## src/rtl/alu_pkg.sv

```systemverilog
// ---------------------------------------------------------------------------
// alu_pkg
// Shared definitions for the sequential ALU slice.
//   op_e    : 4-bit operation codes understood by alu_seq (13 defined codes;
//             codes 13-15 are undefined and produce a zero result).
//   state_e : handshake/control states of alu_seq (IDLE, BUSY, DONE).
//   is_mul  : helper telling whether an op code takes the iterative path.
// ---------------------------------------------------------------------------
package alu_pkg;

   typedef enum logic [3:0] {
      OP_ADD  = 4'd0,
      OP_SUB  = 4'd1,
      OP_NOT  = 4'd2,
      OP_AND  = 4'd3,
      OP_OR   = 4'd4,
      OP_XOR  = 4'd5,
      OP_SLT  = 4'd6,
      OP_EQ   = 4'd7,
      OP_SLTU = 4'd8,
      OP_SLL  = 4'd9,
      OP_SRL  = 4'd10,
      OP_SRA  = 4'd11,
      OP_MUL  = 4'd12
   } op_e;

   typedef enum logic [1:0] {
      IDLE = 2'd0,
      BUSY = 2'd1,
      DONE = 2'd2
   } state_e;

   // MUL is the only op that goes through the multi-cycle datapath.
   function automatic logic is_mul(input logic [3:0] op);
      return op == OP_MUL;
   endfunction

endpackage

```

## src/rtl/alu_mul_iter.sv

```systemverilog
// ---------------------------------------------------------------------------
// alu_mul_iter
// Iterative shift-add multiplier producing the low WIDTH bits of the
// unsigned product a*b, one partial-product step per clock.
// Ports:
//   clk, rst        : clock and synchronous active-high reset
//   start           : load operands and begin (ignored while busy)
//   a, b            : multiplicand / multiplier
//   busy            : an operation is in progress
//   done            : high during the cycle whose clock edge performs the
//                     final step; product is valid in that same cycle
//   product         : running product including the current step
// Timing: start on edge E0, steps on edges E1..E(WIDTH), so busy is high
// for exactly WIDTH cycles and done coincides with the last of them.
// ---------------------------------------------------------------------------
module alu_mul_iter #(
   parameter int WIDTH = 8
) (
   input  logic             clk,
   input  logic             rst,
   input  logic             start,
   input  logic [WIDTH-1:0] a,
   input  logic [WIDTH-1:0] b,
   output logic             busy,
   output logic             done,
   output logic [WIDTH-1:0] product
);

   localparam int CW = $clog2(WIDTH) + 1;

   logic [WIDTH-1:0] mcand;
   logic [WIDTH-1:0] mplier;
   logic [WIDTH-1:0] acc;
   logic [WIDTH-1:0] acc_next;
   logic [CW-1:0]    count;

   // Next accumulator value: add the shifted multiplicand when the current
   // multiplier LSB is set. Exposed as the product so the consumer can grab
   // the finished value on the same edge as the final step.
   always_comb begin
      acc_next = acc;
      if (mplier[0]) begin
         acc_next = acc + mcand;
      end
   end

   assign done    = busy && (count == CW'(WIDTH - 1));
   assign product = acc_next;

   // Operand/accumulator registers. The multiplicand shifts left and the
   // multiplier shifts right so each step only ever inspects mplier[0];
   // bits shifted out of the multiplicand cannot affect the low WIDTH bits.
   always_ff @(posedge clk) begin
      if (rst) begin
         busy   <= 1'b0;
         count  <= '0;
         mcand  <= '0;
         mplier <= '0;
         acc    <= '0;
      end else if (start && !busy) begin
         busy   <= 1'b1;
         count  <= '0;
         mcand  <= a;
         mplier <= b;
         acc    <= '0;
      end else if (busy) begin
         acc    <= acc_next;
         mcand  <= mcand << 1;
         mplier <= mplier >> 1;
         if (done) begin
            busy  <= 1'b0;
            count <= '0;
         end else begin
            count <= count + CW'(1);
         end
      end
   end

endmodule

```

## src/rtl/alu_seq.sv

```systemverilog
// ---------------------------------------------------------------------------
// alu_seq
// Sequential ALU with a valid/ready request port and a valid/ready result
// port. Single-cycle ops complete on the acceptance edge; MUL is handed to
// alu_mul_iter and takes WIDTH extra cycles.
// Ports:
//   clk, rst                   : clock, synchronous active-high reset
//   in_valid / in_ready        : request handshake (ready only in IDLE)
//   a, b, op                   : operands and 4-bit operation code
//   out_valid / out_ready      : result handshake (valid only in DONE)
//   result                     : registered WIDTH-bit result
//   carry, overflow, zero,
//   negative                   : registered flags matching result
// Shifts use only b[SHW-1:0] as the shift amount.
// ---------------------------------------------------------------------------
module alu_seq #(
   parameter int WIDTH = 8,
   parameter int SHW   = $clog2(WIDTH)
) (
   input  logic             clk,
   input  logic             rst,
   input  logic             in_valid,
   output logic             in_ready,
   input  logic [WIDTH-1:0] a,
   input  logic [WIDTH-1:0] b,
   input  logic [3:0]       op,
   output logic             out_valid,
   input  logic             out_ready,
   output logic [WIDTH-1:0] result,
   output logic             carry,
   output logic             overflow,
   output logic             zero,
   output logic             negative
);

   import alu_pkg::*;

   localparam int MSB = WIDTH - 1;

   state_e           state;
   state_e           next_state;
   logic             accept;
   logic             op_mul;
   logic             mul_start;
   logic             mul_busy;
   logic             mul_done;
   logic [WIDTH-1:0] mul_product;
   logic [WIDTH:0]   sum;
   logic [WIDTH-1:0] diff;
   logic [SHW-1:0]   sh;
   logic [WIDTH-1:0] alu_res;
   logic             alu_c;
   logic             alu_v;

   assign in_ready  = (state == IDLE);
   assign out_valid = (state == DONE);
   assign accept    = in_valid && in_ready;
   assign op_mul    = is_mul(op);
   assign mul_start = accept && op_mul;

   alu_mul_iter #(
      .WIDTH(WIDTH)
   ) u_mul (
      .clk     (clk),
      .rst     (rst),
      .start   (mul_start),
      .a       (a),
      .b       (b),
      .busy    (mul_busy),
      .done    (mul_done),
      .product (mul_product)
   );

   // Single-cycle datapath. Carry/overflow are only meaningful for ADD/SUB
   // and stay 0 otherwise; MUL and undefined codes leave the result at 0
   // here (MUL's value comes from the multiplier instead).
   always_comb begin
      sum     = {1'b0, a} + {1'b0, b};
      diff    = a - b;
      sh      = b[SHW-1:0];
      alu_res = '0;
      alu_c   = 1'b0;
      alu_v   = 1'b0;
      case (op)
         OP_ADD: begin
            alu_res = sum[WIDTH-1:0];
            alu_c   = sum[WIDTH];
            alu_v   = (a[MSB] == b[MSB]) && (sum[MSB] != a[MSB]);
         end
         OP_SUB: begin
            alu_res = diff;
            alu_c   = (a < b);
            alu_v   = (a[MSB] != b[MSB]) && (diff[MSB] != a[MSB]);
         end
         OP_NOT:  alu_res = ~a;
         OP_AND:  alu_res = a & b;
         OP_OR:   alu_res = a | b;
         OP_XOR:  alu_res = a ^ b;
         OP_SLT:  alu_res = {{(WIDTH-1){1'b0}}, ($signed(a) < $signed(b))};
         OP_EQ:   alu_res = {{(WIDTH-1){1'b0}}, (a == b)};
         OP_SLTU: alu_res = {{(WIDTH-1){1'b0}}, (a < b)};
         OP_SLL:  alu_res = a << sh;
         OP_SRL:  alu_res = a >> sh;
         OP_SRA:  alu_res = $signed(a) >>> sh;
         default: alu_res = '0;
      endcase
   end

   // State register; reset wins over any request on the same edge.
   always_ff @(posedge clk) begin
      if (rst) begin
         state <= IDLE;
      end else begin
         state <= next_state;
      end
   end

   // Next-state logic. The BUSY fallback to IDLE only matters if the
   // multiplier ever stops without signalling done, which keeps the FSM
   // from getting stuck.
   always_comb begin
      next_state = state;
      case (state)
         IDLE: begin
            if (in_valid) begin
               next_state = op_mul ? BUSY : DONE;
            end
         end
         BUSY: begin
            if (mul_done) begin
               next_state = DONE;
            end else if (!mul_busy) begin
               next_state = IDLE;
            end
         end
         DONE: begin
            if (out_ready) begin
               next_state = IDLE;
            end
         end
         default: next_state = IDLE;
      endcase
   end

   // Result and flag registers. They only load on acceptance of a
   // single-cycle op or on the multiplier's last step, so they hold steady
   // for as long as the consumer stalls in DONE.
   always_ff @(posedge clk) begin
      if (rst) begin
         result   <= '0;
         carry    <= 1'b0;
         overflow <= 1'b0;
         zero     <= 1'b0;
         negative <= 1'b0;
      end else if (accept && !op_mul) begin
         result   <= alu_res;
         carry    <= alu_c;
         overflow <= alu_v;
         zero     <= (alu_res == '0);
         negative <= alu_res[MSB];
      end else if ((state == BUSY) && mul_done) begin
         result   <= mul_product;
         carry    <= 1'b0;
         overflow <= 1'b0;
         zero     <= (mul_product == '0);
         negative <= mul_product[MSB];
      end
   end

endmodule

```

## config.mk

```make
export PLATFORM = sky130hd
export DESIGN_NAME = alu_seq
export DESIGN_NICKNAME = d
export VERILOG_FILES = /design/src/rtl/alu_pkg.sv /design/src/rtl/alu_mul_iter.sv /design/src/rtl/alu_seq.sv
export SDC_FILE = /design/constraint.sdc
export NUM_CORES = 1
export LEC_CHECK = 0
export CAP_MARGIN = 5
export CORE_AREA = 3 3 98 100
export DETAILED_ROUTE_END_ITERATION = 8
export DIE_AREA = 0 0 101 103
export PLACE_DENSITY = 0.7
export SYNTH_ARGS = -nofsm -noshare
export SYNTH_HDL_FRONTEND = slang
export SYNTH_SLANG_ARGS = --single-unit
```

## constraint.sdc

```tcl
create_clock -name clk -period 2.75 [get_ports clk]
set_input_delay 0.55 -clock clk [delete_from_list [all_inputs] [get_ports clk]]
set_output_delay 0.55 -clock clk [all_outputs]
set_load 0.05 [all_outputs]
```

=== Yosys cells after proc, flatten, opt, wreduce, memory -nomap -nowiden ===
Index checks and enable logic that the tools add are counted.

* Add/sub/neg operators: 4
* Order comparisons: 2
* Equal/unequal tests: 23
* Shifts and indexed selects: 3
* Multiplexer cells: 27
* Bitwise operators: 4
* Reductions and logical operators: 18

{| class="wikitable"
|+ Operators by type and width
! kind !! number
|-
| $pmux 8 s12 || 1
|-
| $mux 8 || 7
|-
| $eq 4x3->1 const B || 5
|-
| $eq 4x4->1 const B || 5
|-
| $logic_not 8->1 || 2
|-
| $lt 8x8->1 || 2
|-
| $mux 1 || 10
|-
| $mux 2 || 5
|-
| $add 8x8->9 || 1
|-
| $add 8x8->8 || 1
|-
| $and 8x8->8 || 1
|-
| $eq 4x2->1 const B || 2
|-
| $eq 8x8->1 || 1
|-
| $logic_and 1x1->1 || 8
|-
| $not 8->8 || 1
|-
| $or 8x8->8 || 1
|-
| $shl 8x3->8 || 1
|-
| $shr 8x3->8 || 1
|-
| $sshr 8x3->8 || 1
|-
| $sub 8x8->8 || 1
|-
| $xor 8x8->8 || 1
|-
| $pmux 2 s3 || 1
|-
| $add 4x1->4 const B || 1
|-
| $eq 4x1->1 const B || 1
|-
| 15 further kinds || 20
|}

* Flip-flop bits (word level): 43
* Input bits: 24
* Output and inout port bits: 14
* Logic and storage cells: 92

=== Logic depth before layout (Yosys ltp) ===
Gate-level depths: netlist of run 1.

* Depth in word-level cells: 5
* Mapped depth: 12
* Gate-level depth less buffers: 11

=== By module ===
A second synthesis of run 1 with hierarchy kept.

* Cells, all modules: 569
* Area, all modules: 4465.5 um2

{| class="wikitable"
|+ By module, submodules not included
! module !! times used !! cells each !! area an instance (um2) !! sequential area each (um2)
|-
| alu_seq || 1 || 367 || 2773.9 || 260.2
|-
| alu_mul_iter || 1 || 202 || 1691.6 || 580.6
|}

=== Least setup slack after synthesis of run 1 ===
OpenSTA, ideal clock, no wires.

* Kind: input to register
* Start point: in b[1]
* End point: reg zero
* Setup time: 73 ps
* Data arrival time: 2899 ps
* Required time: 2677 ps
* Path slack: -222 ps
* Cell stages on the path: 12
* Path through: buf_2 -> buf_2 -> buf_2 -> inv_1 -> ha_1 -> o21ba_2 -> nor4_1 -> or4b_1 -> nand3_1 -> nand4_1 -> or3_1 -> o22ai_2

* Cells in the longest elaborated chain, start to end: 4
* Elaborated cells on any way between the ends: 14

{| class="wikitable"
|+ Ends and longest elaborated chain
! item !! line !! RTL
|-
| start: declaration || alu_seq.sv:25 || <nowiki>input logic [WIDTH-1:0] b,</nowiki>
|-
| $sub 8x8->8, or another cell as far along || alu_seq.sv:79 || <nowiki>diff = a - b;</nowiki>
|-
| $pmux 8 s12 (*) || alu_seq.sv:84 || <nowiki>case (op)</nowiki>
|-
| $logic_not 8->1 (*) || alu_seq.sv:159 || <nowiki>zero <= (alu_res == '0);</nowiki>
|-
| $mux 1 (*) || alu_seq.sv:155 || <nowiki>end else if (accept && !op_mul) begin</nowiki>
|-
| end signal: assignment || alu_seq.sv:159 ||
|-
| end signal: assignment || alu_seq.sv:165 || <nowiki>zero <= (mul_product == '0);</nowiki>
|-
| end: declaration || alu_seq.sv:32 || <nowiki>output logic zero,</nowiki>
|}

Mark *: on every way between the ends. The rest lies on a longest branch, timed or not.
A chain may end at the register's enable or synchronous reset.

=== Worst setup path in the final report of run 1 ===
* Start point: in b[7]
* End point: reg zero

* Cells in the longest elaborated chain, start to end: 4
* Elaborated cells on any way between the ends: 11

{| class="wikitable"
|+ Ends and longest elaborated chain
! item !! line
|-
| $sub 8x8->8, or another cell as far along || alu_seq.sv:79
|-
| $pmux 8 s12 (*) || alu_seq.sv:84
|-
| $logic_not 8->1 (*) || alu_seq.sv:159
|-
| $mux 1 (*) || alu_seq.sv:155
|}

Marked as above.

==> results of run 1 <==
-- worst reg2reg max path, delay by kind of cell, from the launching register on --
kind / cells / cell delay [ps]
and+or+nand+nor: 2 / 700
adders and majority gates: 2 / 630
DFF: 1 / 380
muxes: 1 / 300
AOI/OAI and AO/OA: 2 / 280
xor gates and xnor gates: 1 / 140
buffers and inverters: 1 / 70
-- state kept, by name (all words and copies together), names as in the netlist --
register and cells:
u_mul.busy 1, u_mul.count 4, overflow 1, u_mul.acc 8, zero 1, carry 1
state 2, u_mul.mplier 8, u_mul.mcand 8, result 8
-- synthesized netlist by cell type, drive strengths merged, types with 5 or more instances --
cell type,number,share of area
nor2,64,0.055
buf,21,0.025
mux4,10,0.052
xnor2,8,0.016
o2111ai,5,0.010
ha,35,0.10
clkbuf,20,0.017
a21oi,36,0.042
nand3b,5,0.012
nor2b,10,0.014
nand4,5,0.0072
dfxtp,42,0.19
a221oi,6,0.014
inv,35,0.030
nand2,34,0.029
a22oi,7,0.012
a211oi,9,0.016
or3,5,0.0072
and2,7,0.010
nand3,10,0.012
nor3,21,0.024
mux2i,20,0.046
a31oi,6,0.0087
nand2b,10,0.014
o21ai,15,0.017
nor4b,5,0.015
a211o,6,0.012
-- per-stage QoR --
step / setup WS [ps] / utilization / hold slack (ps) / cell area, um^2
after global routing: 22.5 / 0.669 / 492 / 5870
final: 42.9 / 0.669 / 464 / 5870
after floorplan: 27.6 / - / 454 / 4360
after global placement: -390 / 0.620 / 447 / 5430
after detailed placement: -459 / 0.620 / 456 / 5430
after CTS: 15.5 / 0.651 / 467 / 5710
-- cells by family after synthesis --
logic type / synth area share
xor+xnor: 0.0243
flops: 0.194
simple gates: 0.253
buf+inv: 0.0728
mux: 0.106
fa+ha+maj: 0.115
compound gates: 0.235
-- final cells by class --
| class | count | share of cell area |
|---|---|---|
| repair buffers | 138 | 0.209 |
| multi-input cells | 425 | 0.584 |
| well taps | 108 | 0.0230 |
| flip-flops and latches | 42 | 0.143 |
| clock inverters | 2 | 0.00640 |
| clock buffers | 6 | 0.0124 |
| inverters | 35 | 0.0224 |
-- power breakdown --
group / switching (W) / leakage [nW] / internal [W]
Sequential: 0.0000157 / 0.340 / 0.000626
Clock: 0.000220 / 0.0514 / 0.000271
Combinational: 0.000422 / 2.24 / 0.000369
Total: 0.000658 / 2.63 / 0.00127
-- worst max-delay path by stage --
stage / endpoint / slack (ps) / from
floorplan: zero$_SDFFE_PP0P_ / 30 / b[1]
global placement: zero$_SDFFE_PP0P_ / -390 / a[1]
detailed placement: zero$_SDFFE_PP0P_ / -460 / a[0]
CTS: zero$_SDFFE_PP0P_ / 20 / a[1]
global route: zero$_SDFFE_PP0P_ / 20 / b[7]
finish: zero$_SDFFE_PP0P_ / 40 / b[7]
-- metal layers --
layer,share of wire,GRT usage,vias to the layer above
met1,0.41,0.341,2210
met4,0.026,0.0798,0
met2,0.51,0.495,177
met3,0.049,0.0250,28
li1,-,-,2209
met5,0,0,-
-- timing repair --
item	4_1_cts	5_1_grt
buffers inserted	2	1
gates cloned	0	0
hold buffers	0	0
pin swaps	7	20
endpoints found under the hold margin	0	0
gates resized for setup	27	48
setup endpoints to repair	7	9
==> results.toml, run 1 <==
[worst_setup_path]
ff2ff_setup_slack_ps = 200
path_max_fanout = 3
start_kind = "input port"
cp.arrival_ps = 2930
r2r-end = "zero$_SDFFE_PP0P_"
required_ps = 2970
path_delay_family = "buffers and inverters"
cp_slowest_stage_delay_ps = 480
cp_cell_sequence = "clkdlybuf4s50_1 -> inv_1 -> ha_4 -> buf_4 -> nand4b_1 -> o31ai_1 -> a221oi_1 -> buf_4 -> o211a_1 -> nand4_1 -> or3_4 -> o22ai_2"
cp_slowest_cell = "clkdlybuf4s50_1"
endpoint_kind = "register"
rr_startpoint = "u_mul.mcand[0]$_SDFFE_PP0P_"
critPathKind = "input port to register"
cp.depth = 12
worst-path-buf-inv = 4
path_common_cell = "buf_4"
reg2reg_depth = 9

[synthesis]
syn_area_um2 = 4330
synthArstFlopShare = 0
synth_edf_count = 0
ys_ff_latch = 42
yosys_warnings = 0
yosys_most_used_dff = "dfxtp_1"
seq_area_frac_synth = 0.194
synth_nets = 605
ys_types = 79
synth_cells = 543
synth_area_per_cell_um2 = 7.97

[cts]
clockRootBuffer = "clkbuf_8"
clk_pin_slew_worst_paths_ps = 80
cts_buffer_depth = 2
cts_buffers = 5
h-tree-depth = 2
cts.sinks = 42
clkLatencyLatePin_ps = 300
cts_tree = "done"

[route]
via_count = 4624
viasPerCell = 6.12
drtPass1Iterations = 7
drt_wl_total_mm = 14.1
drt-initial-drc-count = 277
drt-wirelength-per-cell_um = 18.7
ant_nets = 0
route.detailed.drc = 0

[floorplanning]
start_util = 0.494
die_height_um = 103
io_pins = 38
dieArea_um2 = 10400
num_rows = 34
core_area_um2 = 8760
die_x_um = 101

[finish]
fin_cells = 756
syn_to_final_growth_pct = 35.5
regArea_um2 = 841
mostFrequentLayoutCell = "buf_4"
multi_input_area_um2 = 3420
fillers = 730
final_cell_mix = "89 x buf_4, 63 x nor2_1, 42 x dfxtp_1"
drive_above_1_share = 0.278
fin_nets = 709
diodes = 0

[grt]
grt_max_degree = 49
antenna_found_initial = 0
grt_overflow_total = 0
grt_use_total = 0.272
grt_pass1_wl_mm = 22.2
grt_pass1_vias = 4378

[hold_path]
hold_path.class = "register to register"
holdPathStages = 2
worstHoldStart = "overflow$_SDFFE_PP0P_"
worstHoldEndpoint = "overflow$_SDFFE_PP0P_"

[timing]
slew_viol_final = 0
fin_worst_skew_ps = 10.3
hold_viol = 0
fin_crit_sh = 0.984
finalCriticalPeriod_ps = 2710
rsz0062_at_grt = "false"
tns_ps = 0
finalSetupViolCount = 0
fmax_mhz = 369
worstMarginPinSlew_ps = 690
slew_headroom = 0.536

[placed_design]
port_buffers = 37
dp.cells = 745
place.gp.congestion = 0.975
post-dp-hpwl_mm = 10.8

[run_status]
outcome = "finished clean"

[pwr]
vdd_drop_max_mv = 0.203
total_power_w = 0.00192
p_per_area_nw_per_um2 = 328
leakage_nw = 2.63

[run]
cap_viol_max_count = 0
No activity file was read; power rests on OpenSTA's default activity.
==> run 2: changes to the inputs <==
--- a/config.mk
+++ b/config.mk
@@ -8,4 +8,5 @@
 export CAP_MARGIN = 5
 export CORE_AREA = 3 3 98 100
+export CTS_CLUSTER_SIZE = 24
 export DETAILED_ROUTE_END_ITERATION = 8
 export DIE_AREA = 0 0 101 103
==> constraint.sdc (replaced) <==
create_clock -name clk -period 2.75 [get_ports clk]
set_input_delay 0.275 -clock clk [delete_from_list [all_inputs] [get_ports clk]]
set_output_delay 0.275 -clock clk [all_outputs]
set_load 0.05 [all_outputs]
==> results.toml, run 2 (synthesis gave the netlist of run 1 again) <==
[cts]
h-tree-depth = 2
clockRootBuffer = "clkbuf_8"
cts.sinks = 42
clk_pin_slew_worst_paths_ps = 80
cts_buffers = 5
clkLatencyLatePin_ps = 290
cts_tree = "done"
cts_buffer_depth = 2
post_cts_buffers = 0

[grt]
grt.met3_usage = 0.0203
grt_use_met1 = 0.311
grt_overflow_total = 0
grt_max_degree = 49
grt_pass1_vias = 4253
grt_use_total = 0.252
grtUsageMet2 = 0.446
busiest_layer = "met2"
antenna_found_initial = 0
grt_pass1_wl_mm = 21.0

[finish]
final_cell_mix = "85 x buf_4, 64 x nor2_1, 42 x dfxtp_1"
regArea_um2 = 841
fin_nets = 694
diodes = 0
mostFrequentLayoutCell = "buf_4"
syn_to_final_growth_pct = 26.1
fillers = 783
final_area_um2 = 5460
drive_above_1_share = 0.201
multi_input_area_um2 = 3210

[timing]
rsz0062_at_grt = "true"
slew_viol_final = 0
finalCriticalPeriod_ps = 2630
slew_headroom = 0.537
fmax_mhz = 381
tns_ps = 0
hold_ws_ps = 470
worstMarginPinSlew_ps = 677
setup_ws_ps = 122
hold_viol = 0
fin_worst_skew_ps = 7.22
fin_crit_sh = 0.956
finalSetupViolCount = 0

[floorplanning]
die_x_um = 101
start_util = 0.494
io_pins = 38
die_height_um = 103
dieArea_um2 = 10400
num_rows = 34
core_area_um2 = 8760

[route]
drtPass1Iterations = 5
ant_nets = 0
route.detailed.drc = 0
drt-initial-drc-count = 356
via_count = 4516
drt_wl_total_mm = 13.1
drt-wirelength-per-cell_um = 17.7
viasPerCell = 6.09

[pwr]
leakage_nw = 2.40
vdd_drop_max_mv = 0.261
p_per_area_nw_per_um2 = 335

[worst_setup_path]
endpoint_kind = "register"
cp.arrival_ps = 2850
cp_cell_sequence = "clkdlybuf4s50_1 -> inv_1 -> ha_1 -> buf_4 -> nand3_1 -> o2111ai_2 -> a21oi_1 -> a31oi_1 -> nand4_1 -> or3_1 -> o22ai_2"
cp_slowest_cell = "clkdlybuf4s50_1"
path_max_fanout = 8
critPathKind = "input port to register"
required_ps = 2970
start_kind = "input port"
cp_slowest_stage_delay_ps = 470

[run]
cap_viol_max_count = 0

[placed_design]
port_buffers = 37
post-dp-hpwl_mm = 10.5
pre_cts_slack_ps = -275
place_area_um2 = 5310
place.gp.congestion = 0.934

[run_status]
outcome = "finished clean"

[hold_path]
hold_path.class = "register to register"
-- run 2: final timing paths --
check                            startpoint                     to  slack, ps  cells after the start
setup / recovery                       b[3]      zero$_SDFFE_PP0P_        120                     11
hold / removal        overflow$_SDFFE_PP0P_  overflow$_SDFFE_PP0P_        470                      2
setup reg to reg  u_mul.acc[0]$_SDFFE_PP0P_      zero$_SDFFE_PP0P_        160                     11
hold reg to reg       overflow$_SDFFE_PP0P_  overflow$_SDFFE_PP0P_        470                      2
-- run 2: report_power, final --
group / internal [W] / switching [W]
clock network: 0.000271 / 0.000213
logic: 0.000317 / 0.000387
registers: 0.000626 / 0.0000152
-- run 2: per-stage QoR --
step	util	instances	power [W]
after global routing	0.623	741	0.00191
after global placement	0.606	733	0.00133
after detailed placement	0.606	733	0.00134
after floorplan	-	543	0.00105
final	0.623	741	0.00183
after CTS	0.619	741	0.00182
-- run 2: repair_timing --
action	in CTS	in global routing
hold buffers	0	0
resized for setup	0	10
setup endpoints to repair	0	4
-- run 2: worst max-delay path, delay by kind of cell --
kind / cells / cell delay, ps
buffers and inverters: 3 / 730
and+or+nand+nor: 3 / 730
AOI/OAI and AO/OA: 4 / 630
adders and majority gates: 1 / 470
-- run 2: per-layer routing --
layer	wire [um]	share of wire
met5	0	0
met4	505	0.038
met3	588	0.045
met2	6480	0.49
met1	5580	0.42
-- run 2: area by class of cell --
type | count | area share
Clock buffer | 6 | 0.0133
Timing Repair Buffer | 123 | 0.189
Clock inverter | 2 | 0.00687
Tap cell | 108 | 0.0247
Sequential cell | 42 | 0.154
Multi-Input combinational cell | 425 | 0.588
Inverter | 35 | 0.0241
